<file path="config.mk">
export PLATFORM = sky130hd
export DESIGN_NAME = calc_key_sequencer
export DESIGN_NICKNAME = d
export VERILOG_FILES = /design/src/rtl/calc_key_sequencer.sv
export SDC_FILE = /design/constraint.sdc
export NUM_CORES = 1
export LEC_CHECK = 0
export ABC_AREA = 0
export CORE_ASPECT_RATIO = 2
export CORE_MARGIN = 2
export CORE_UTILIZATION = 45
export CTS_CLUSTER_SIZE = 25
export DETAILED_ROUTE_END_ITERATION = 10
export DONT_BUFFER_PORTS = 1
export GPL_ROUTABILITY_DRIVEN = 1
export GPL_TIMING_DRIVEN = 1
export HOLD_SLACK_MARGIN = 0.05
export SYNTH_ARGS = -nofsm -noshare
export SYNTH_HDL_FRONTEND = slang
export SYNTH_SLANG_ARGS = --single-unit
</file>
<file path="constraint.sdc">
create_clock -name clk -period 5.8 [get_ports clk]
set_input_delay 0.87 -clock clk [delete_from_list [all_inputs] [get_ports clk]]
set_output_delay 0.87 -clock clk [all_outputs]
set_load 0.005 [all_outputs]
</file>
<file path="src/rtl/calc_key_sequencer.sv">
// -----------------------------------------------------------------------------
// calc_key_sequencer
//   Keypad front end of the 3-bit sign-magnitude calculator. One key event is
//   taken per valid/ready handshake and used to build operand A, the operation
//   select and operand B. On equals the registered operands are held steady
//   while the combinational ALU settles for EXEC_WAIT cycles. The ALU answer
//   and its flags are then captured and held. A result whose magnitude fits
//   in two bits can seed operand A of the next operation (chaining).
//
// Ports
//   clk, rst           rising-edge clock, asynchronous active-high reset
//   key_valid/ready    key handshake; ready is low while the ALU settles
//   key_code[3:0]      0-3 digit, 4 sign, 8-11 op (mul/mod/add/sub),
//                      12 equals, 13 clear, others illegal
//   alu_a/alu_b[2:0]   operands to the ALU {sign, magnitude[1:0]}
//   alu_s[1:0]         operation select to the ALU
//   alu_answer[4:0]    ALU result {sign, magnitude[3:0]}
//   alu_dz, alu_z      ALU divide-by-zero and zero flags
//   result[4:0]        captured answer
//   result_valid       one-cycle pulse on capture
//   result_zero        captured zero flag
//   dz_err             captured divide-by-zero (mod only)
//   key_err            one-cycle pulse on an illegal or out-of-context key
//   busy               high while waiting for the ALU to settle
// -----------------------------------------------------------------------------
module calc_key_sequencer #(
   parameter int unsigned EXEC_WAIT = 2
) (
   input  logic       clk,
   input  logic       rst,
   input  logic       key_valid,
   input  logic [3:0] key_code,
   output logic       key_ready,
   output logic [2:0] alu_a,
   output logic [2:0] alu_b,
   output logic [1:0] alu_s,
   input  logic [4:0] alu_answer,
   input  logic       alu_dz,
   input  logic       alu_z,
   output logic [4:0] result,
   output logic       result_valid,
   output logic       result_zero,
   output logic       dz_err,
   output logic       key_err,
   output logic       busy
);

   typedef enum logic [1:0] {
      ST_ENTER_A = 2'd0,
      ST_ENTER_B = 2'd1,
      ST_EXEC    = 2'd2,
      ST_DONE    = 2'd3
   } state_t;

   localparam logic [3:0] LAST_CNT = 4'(EXEC_WAIT - 1);

   state_t     state_q;
   logic       sign_a_q;
   logic [1:0] mag_a_q;
   logic       sign_b_q;
   logic [1:0] mag_b_q;
   logic       b_entered_q;
   logic [1:0] alu_s_q;
   logic [3:0] cnt_q;
   logic [4:0] result_q;
   logic       result_valid_q;
   logic       result_zero_q;
   logic       dz_err_q;
   logic       key_err_q;
   logic       key_ready_q;
   logic       busy_q;

   logic       key_acc_s;
   logic       is_digit_s;
   logic       is_sign_s;
   logic       is_op_s;
   logic       is_eq_s;
   logic       is_clr_s;
   logic       is_ill_s;

   assign key_acc_s = key_valid & key_ready_q;

   // Key code classification.
   always_comb begin
      is_digit_s = 1'b0;
      is_sign_s  = 1'b0;
      is_op_s    = 1'b0;
      is_eq_s    = 1'b0;
      is_clr_s   = 1'b0;
      is_ill_s   = 1'b0;
      case (key_code)
         4'd0, 4'd1, 4'd2, 4'd3:   is_digit_s = 1'b1;
         4'd4:                     is_sign_s  = 1'b1;
         4'd8, 4'd9, 4'd10, 4'd11: is_op_s    = 1'b1;
         4'd12:                    is_eq_s    = 1'b1;
         4'd13:                    is_clr_s   = 1'b1;
         default:                  is_ill_s   = 1'b1;
      endcase
   end

   // Sequencer: key handling, settle counter and result capture.
   always_ff @(posedge clk or posedge rst) begin
      if (rst) begin
         state_q        <= ST_ENTER_A;
         sign_a_q       <= 1'b0;
         mag_a_q        <= 2'd0;
         sign_b_q       <= 1'b0;
         mag_b_q        <= 2'd0;
         b_entered_q    <= 1'b0;
         alu_s_q        <= 2'd0;
         cnt_q          <= 4'd0;
         result_q       <= 5'd0;
         result_valid_q <= 1'b0;
         result_zero_q  <= 1'b0;
         dz_err_q       <= 1'b0;
         key_err_q      <= 1'b0;
         key_ready_q    <= 1'b1;
         busy_q         <= 1'b0;
      end else begin
         result_valid_q <= 1'b0;
         key_err_q      <= 1'b0;
         if (state_q == ST_EXEC) begin
            cnt_q <= cnt_q + 4'd1;
            if (cnt_q == LAST_CNT) begin
               result_q       <= alu_answer;
               result_zero_q  <= alu_z;
               dz_err_q       <= alu_dz & (alu_s_q == 2'b01);
               result_valid_q <= 1'b1;
               busy_q         <= 1'b0;
               key_ready_q    <= 1'b1;
               state_q        <= ST_DONE;
            end else begin
               busy_q <= 1'b1;
            end
         end else if (key_acc_s) begin
            if (is_clr_s) begin
               state_q       <= ST_ENTER_A;
               sign_a_q      <= 1'b0;
               mag_a_q       <= 2'd0;
               sign_b_q      <= 1'b0;
               mag_b_q       <= 2'd0;
               b_entered_q   <= 1'b0;
               alu_s_q       <= 2'd0;
               cnt_q         <= 4'd0;
               result_q      <= 5'd0;
               result_zero_q <= 1'b0;
               dz_err_q      <= 1'b0;
            end else if (is_ill_s) begin
               key_err_q <= 1'b1;
            end else begin
               case (state_q)
                  ST_ENTER_A: begin
                     if (is_digit_s) begin
                        mag_a_q <= key_code[1:0];
                     end else if (is_sign_s) begin
                        sign_a_q <= ~sign_a_q;
                     end else if (is_op_s) begin
                        alu_s_q     <= key_code[1:0];
                        mag_b_q     <= 2'd0;
                        sign_b_q    <= 1'b0;
                        b_entered_q <= 1'b0;
                        state_q     <= ST_ENTER_B;
                     end else begin
                        key_err_q <= 1'b1;
                     end
                  end
                  ST_ENTER_B: begin
                     if (is_digit_s) begin
                        mag_b_q     <= key_code[1:0];
                        b_entered_q <= 1'b1;
                     end else if (is_sign_s) begin
                        sign_b_q <= ~sign_b_q;
                     end else if (is_op_s) begin
                        // The operator may be changed until B has a digit.
                        if (b_entered_q) begin
                           key_err_q <= 1'b1;
                        end else begin
                           alu_s_q <= key_code[1:0];
                        end
                     end else begin
                        cnt_q       <= 4'd0;
                        busy_q      <= 1'b1;
                        key_ready_q <= 1'b0;
                        state_q     <= ST_EXEC;
                     end
                  end
                  ST_DONE: begin
                     if (is_digit_s) begin
                        sign_a_q      <= 1'b0;
                        mag_a_q       <= key_code[1:0];
                        dz_err_q      <= 1'b0;
                        result_zero_q <= 1'b0;
                        state_q       <= ST_ENTER_A;
                     end else if (is_op_s && (result_q[3:2] == 2'b00)) begin
                        // Chain: the previous result fits a 2-bit operand.
                        sign_a_q    <= result_q[4];
                        mag_a_q     <= result_q[1:0];
                        alu_s_q     <= key_code[1:0];
                        mag_b_q     <= 2'd0;
                        sign_b_q    <= 1'b0;
                        b_entered_q <= 1'b0;
                        state_q     <= ST_ENTER_B;
                     end else begin
                        key_err_q <= 1'b1;
                     end
                  end
                  default: begin
                     state_q <= ST_ENTER_A;
                  end
               endcase
            end
         end else begin
            busy_q <= 1'b0;
         end
      end
   end

   // Negative zero is suppressed on the operand outputs.
   assign alu_a        = {sign_a_q & (mag_a_q != 2'd0), mag_a_q};
   assign alu_b        = {sign_b_q & (mag_b_q != 2'd0), mag_b_q};
   assign alu_s        = alu_s_q;
   assign key_ready    = key_ready_q;
   assign result       = result_q;
   assign result_valid = result_valid_q;
   assign result_zero  = result_zero_q;
   assign dz_err       = dz_err_q;
   assign key_err      = key_err_q;
   assign busy         = busy_q;

endmodule

</file>
# Yosys cells after proc, flatten, opt, wreduce, memory -nomap -nowiden

Cells that the tools add are included.
W data, S select, Z words.

Flip-flop bits (word level): 26
Input port bits: 14
Logic and storage cells: 224

Add/subtract/negate cells: 1
Eq/ne operators: 50
Mux-type cells: 120
Bitwise gates (word level): 7
Reductions and logical operators: 31

Operators by type and width:

| kind                 | number |
|---|---|
| $mux W2              | 36 |
| $mux W1              | 64 |
| $ne A3 B3 Y1 const B | 13 |
| $mux W4              | 8 |
| $ne A4 B4 Y1 const B | 7 |
| $eq A4 B4 Y1 const B | 6 |
| $mux W5              | 4 |
| $reduce_and A10 Y1   | 2 |
| $pmux W2 S3          | 3 |
| $reduce_and A6 Y1    | 3 |
| $ne A3 B2 Y1 const B | 5 |
| $reduce_bool A3 Y1   | 5 |
| $reduce_bool A2 Y1   | 7 |
| $reduce_and A13 Y1   | 1 |
| $ne A3 B1 Y1 const B | 4 |
| $reduce_and A11 Y1   | 1 |
| $reduce_or A11 Y1    | 1 |
| $ne A2 B1 Y1 const B | 5 |
| $pmux W1 S3          | 3 |
| $eq A4 B1 Y1 const B | 2 |
| $eq A4 B2 Y1 const B | 2 |
| $reduce_and A8 Y1    | 1 |
| $reduce_or A4 Y1     | 2 |
| $reduce_and A7 Y1    | 1 |
| 15 further kinds     | 23 |

# Depth between registers and ports, before layout

Depth after elaboration: 11
Mapped depth: 9
Depth with buffers taken out: 7

# Worst setup path before layout

No wires, ideal clock.

Path type: input port to flip-flop
Start point: input key_code[1]
End point: register alu_s_q[0] (netlist: alu_s[0])
Library setup time: 125 ps
Data arrival time: 2,175 ps
Data required time: 5,675 ps
Slack: 3,501 ps
Stages on the path: 6
Buffers on the path: 1
Cell sequence: buf_4 -> nand4b_1 -> o21ai_0 -> o2111ai_1 -> a21oi_1 -> mux2_2

Word-level cells in the longest chain between the ends: 6
Elaborated cells on any way between the ends: 32
Classes of those cells: eq/ne: 19; mux: 5; reduce/logical: 8

RTL lines:

| element                      | line | RTL |
|---|---|---|
| start: declaration           | 32   | `input logic [3:0] key_code,` |
| $eq A4 B4 Y1                 | 91   | `case (key_code)` |
| $reduce_or A4 Y1             | -    |  |
| $mux W1                      | 91   |  |
| $logic_and A1 B1 Y1          | 194  | `end else if (is_op_s && (result_q[3:2] == 2'b00)) begin` |
| $ne A3 B3 Y1 (no line)       | -    |  |
| $reduce_and A13 Y1 (no line) | -    |  |
| end signal: assignment       | 158  | `alu_s_q <= key_code[1:0];` |
| end signal: assignment       | 178  | `alu_s_q <= key_code[1:0];` |
| end signal: assignment       | 198  | `alu_s_q <= key_code[1:0];` |
| end: declaration             | 63   | `logic [1:0] alu_s_q;` |

Parallel ways exist; a longest one is shown, timed or not.
A chain may end at the register's enable or synchronous reset.

# Worst setup path after layout

Start point: register state_q[0]
End point: register alu_s_q[0] (netlist: alu_s[0])

Word-level cells in the longest chain between the ends: 4
Elaborated cells on any way between the ends: 19
Classes of those cells: eq/ne: 12; mux: 3; bitwise: 1; reduce/logical: 3

RTL lines:

| element                                    | line | RTL |
|---|---|---|
| start: declaration                         | 57   | `state_t state_q;` |
| start signal: assignment                   | 104  | `state_q <= ST_ENTER_A;` |
| start signal: assignment                   | 131  | `state_q <= ST_DONE;` |
| start signal: assignment                   | 137  | `state_q <= ST_ENTER_A;` |
| $eq A2 B2 Y1, or another cell as far along | 151  | `case (state_q)` |
| $pmux W2 S3                                | 151  |  |
| $mux W2                                    | 148  | `end else if (is_ill_s) begin` |
| $mux W2                                    | 136  | `if (is_clr_s) begin` |

Parallel ways exist; a longest one is shown, timed or not. The select of a mux whose other input is x is not followed.

==> impl_metrics.json <==
{
  "status": "complete, no violations",
  "antenna_found_initial": 0,
  "synth_compound_area_share_pct": 23.3,
  "max_slew_margin_pct": 36.8,
  "htree_levels": 1,
  "grt_pass1_wl_um": 6300,
  "grt_use_total_pct": 21.2,
  "ys_warn_count": 0,
  "synthAdderAreaFrac_pct": 5.52,
  "io_pins": 33,
  "cts.sinks": 26,
  "place.port_buffers": 0,
  "synth.cell_area_um2": 1590,
  "grt_pass1_vias": 1320,
  "drt_iter0_drc": 51,
  "path_class": "flip-flop to flip-flop",
  "final.setup.tns_ns": 0,
  "hold_ws_ns": 0.494,
  "place_area_um2": 1580,
  "drv_slew": 0,
  "cts_buffers": 3,
  "ys_ff_latch": 26,
  "clockBufferDepth": 2,
  "cts_tree": "built",
  "hold_class": "flip-flop to flip-flop",
  "drt-met1-wl_um": 1410,
  "end_kind": "flip-flop",
  "syn_nets": 194,
  "path_cells": "inv_1 -> ha_1 -> inv_1 -> and3_1 -> o2111ai_1 -> a21oi_1 -> mux2_2",
  "die_x_um": 46,
  "cpMostUsedCell": "inv_1",
  "intPower_uw": 483,
  "post_drt_wl_per_cell_um": 19.2,
  "tightest_slew_ns": 0.947,
  "grt_overflow": 0,
  "core-area_um2": 3380,
  "synthMuxAreaShare_pct": 5.52,
  "hold_buffers": 0,
  "required_ns": 5.97,
  "p_per_area_nw_per_um2": 492,
  "yosys-top-cells-count": "25 x dfrtp_1, 22 x o21ai_0, 12 x nor2_1, 10 x nand2_1",
  "clkTransAtPathRegs_ns": 0.09,
  "fp.dieH_um": 88.0,
  "final_area_um2": 1650,
  "seqPwrFrac_pct": 41.2,
  "drive_gt1_share_pct": 10.1,
  "synth_edf_count": 0,
  "synth_area_leader_cell": "dfrtp_1",
  "yosysSeqAreaShare_pct": 41.1,
  "syn_to_final_growth_pct": 3.78,
  "cts-root-buf": "clkbuf_8",
  "yosys.area.top_type_share_pct": 39.4,
  "cp_max_fo": 8,
  "ant_nets": 0,
  "synth_area_leaders": "dfrtp_1 39%, o21ai_0 6.9%, ha_1 5.5%",
  "clock_latency_ns": 0.28,
  "crit_slowest_cell": "dfrtp_1",
  "rsz0062_at_grt": "false",
  "max_freq_mhz": 428,
  "wl_met2_um": 2120,
  "yosysUniqueCellTypes": 44,
  "grt_max_degree": 27,
  "dieArea_um2": 4050,
  "swShare_pct": 40.4,
  "syn_inst": 173,
  "fin_nets": 190,
  "viasPerCell": 6.64,
  "setup_viol": 0,
  "synth_most_common_cell": "dfrtp_1",
  "async_flop_share_pct": 100,
  "synth_ff_type": "dfrtp_1",
  "hpwl_um": 3010,
  "fin_crit_sh_pct": 40.3,
  "cp-start-kind": "flip-flop",
  "vias": 1328,
  "p_comb_share_pct": 40.1,
  "routabilityCongestion": 0.899,
  "cts_setup_buffers": 0,
  "maxCapViolCount": 0,
  "cp.arrival_ns": 2.50,
  "clock_skew_ns": 0.00372,
  "p_switching_uw": 327,
  "hold_viol": 0,
  "fin_crit_ns": 2.34,
  "drt-pass1-iter-count": 4,
  "post_synth.cell_area_avg_um2": 9.18,
  "synthXorXnorAreaFrac_pct": 0.552,
  "drc": 0,
  "drt-total-wl_um": 3840,
  "clockPowerShare_pct": 18.7,
  "std_cell_rows": 30,
  "cts_resized": 0,
  "start_util_pct": 47.0,
  "leakagePower_nw": 0.746,
  "synth-simple-area-share_pct": 18.7,
  "routed.top_layer": "met4",
  "synth_top_family_by_area": "compound AO/OA/AOI/OAI gates",
  "met3_length_um": 153,
  "slowest_delay_ns": 0.40,
  "antennaDiodeCount": 0,
  "vdd.ir_drop.worst_uv": 265
}
power groups by stage:
stage	Combinational (mW)	Sequential, mW	Clock [mW]
6_report	0.325	0.334	0.151
5_1_grt	0.376	0.347	0.158
4_1_cts	0.325	0.335	0.152
3_5_place_dp	0.323	0.339	0
3_3_place_gp	0.318	0.335	0
2_1_floorplan	0.261	0.315	0
per-layer routing:
metal,vias up,track usage [%]
li1,619,-
met1,649,23.8
met2,47,36.6
met3,13,3.09
met4,0,10.9
met5,-,0
area by class of cell:
class	count	area [um2]
well taps	32	40.0
inverters	9	33.8
fillers	317	1730
multi-input cells	129	851
clock inverters	1	30.0
clock buffers	3	41.3
flip-flops and latches	26	652
kinds of logic (layout without fill, tap and decap cells):
family | count (synthesis) | after routing
multiplexers | 8 | 8
AND/OR/NAND/NOR | 55 | 55
XOR/XNOR | 1 | 1
adder cells (fa/ha/maj) | 7 | 7
AO/OA/AOI/OAI | 58 | 58
buffers and inverters | 18 | 13
flip-flops | 26 | 26
critical path: cells and delay by family (launching register included):
kind	cells	cell delay [ns]
muxes	1	0.36
buffers and inverters	2	0.30
and+or+nand+nor	1	0.31
AOI/OAI and AO/OA	2	0.57
DFF	1	0.40
adders and majority gates	1	0.30
state kept, by name, summed over array words and instances (netlist names), 2 cells and up:
signal   count
cnt_q        4
state_q      2
mag_a_q      2
result       5
mag_b_q      2
alu_s        2
through the flow:
| step | total power, mW | instances | worst slack (ns) | utilization (%) |
|---|---|---|---|---|
| 2_1_floorplan | 0.576 | 173 | 3.50 | - |
| 3_3_place_gp | 0.653 | 196 | 3.49 | 46.7 |
| 3_5_place_dp | 0.662 | 196 | 3.39 | 46.7 |
| 4_1_cts | 0.812 | 200 | 3.48 | 48.8 |
| 5_1_grt | 0.880 | 200 | 3.21 | 48.8 |
| 6_report | 0.810 | 200 | 3.46 | 48.8 |
cell usage in the layout (no fill, tap or decap), drive strengths merged, types with 2 or more instances in the layout:
cell / n
mux2i: 2
inv: 9
clkbuf: 3
a22o: 6
ha: 7
o31ai: 2
and2b: 3
nand2: 10
o21ai: 23
a21oi: 9
dfrtp: 25
nor2: 12
nand3: 6
a31oi: 4
a211oi: 3
o21a: 4
o22ai: 2
or2: 3
and3: 5
nor3: 5
or4b: 2
and2: 3
mux2: 6
worst paths after layout:
| check | start | endpoint | slack [ns] | cells past startpoint |
|---|---|---|---|---|
| worst max-delay path | state_q[0] | alu_s[0] | 3.46 | 7 |
| max in group asynchronous | rst | cnt_q[3] | 4.53 | 1 |
| worst max register to register | state_q[0] | alu_s[0] | 3.46 | 7 |
| worst min register to register | cnt_q[3] | cnt_q[3] | 0.49 | 1 |
| worst min-delay path | cnt_q[3] | cnt_q[3] | 0.49 | 1 |
| min in group asynchronous | rst | result_zero | 0.69 | 1 |
Power figures use the tool's default switching activity.
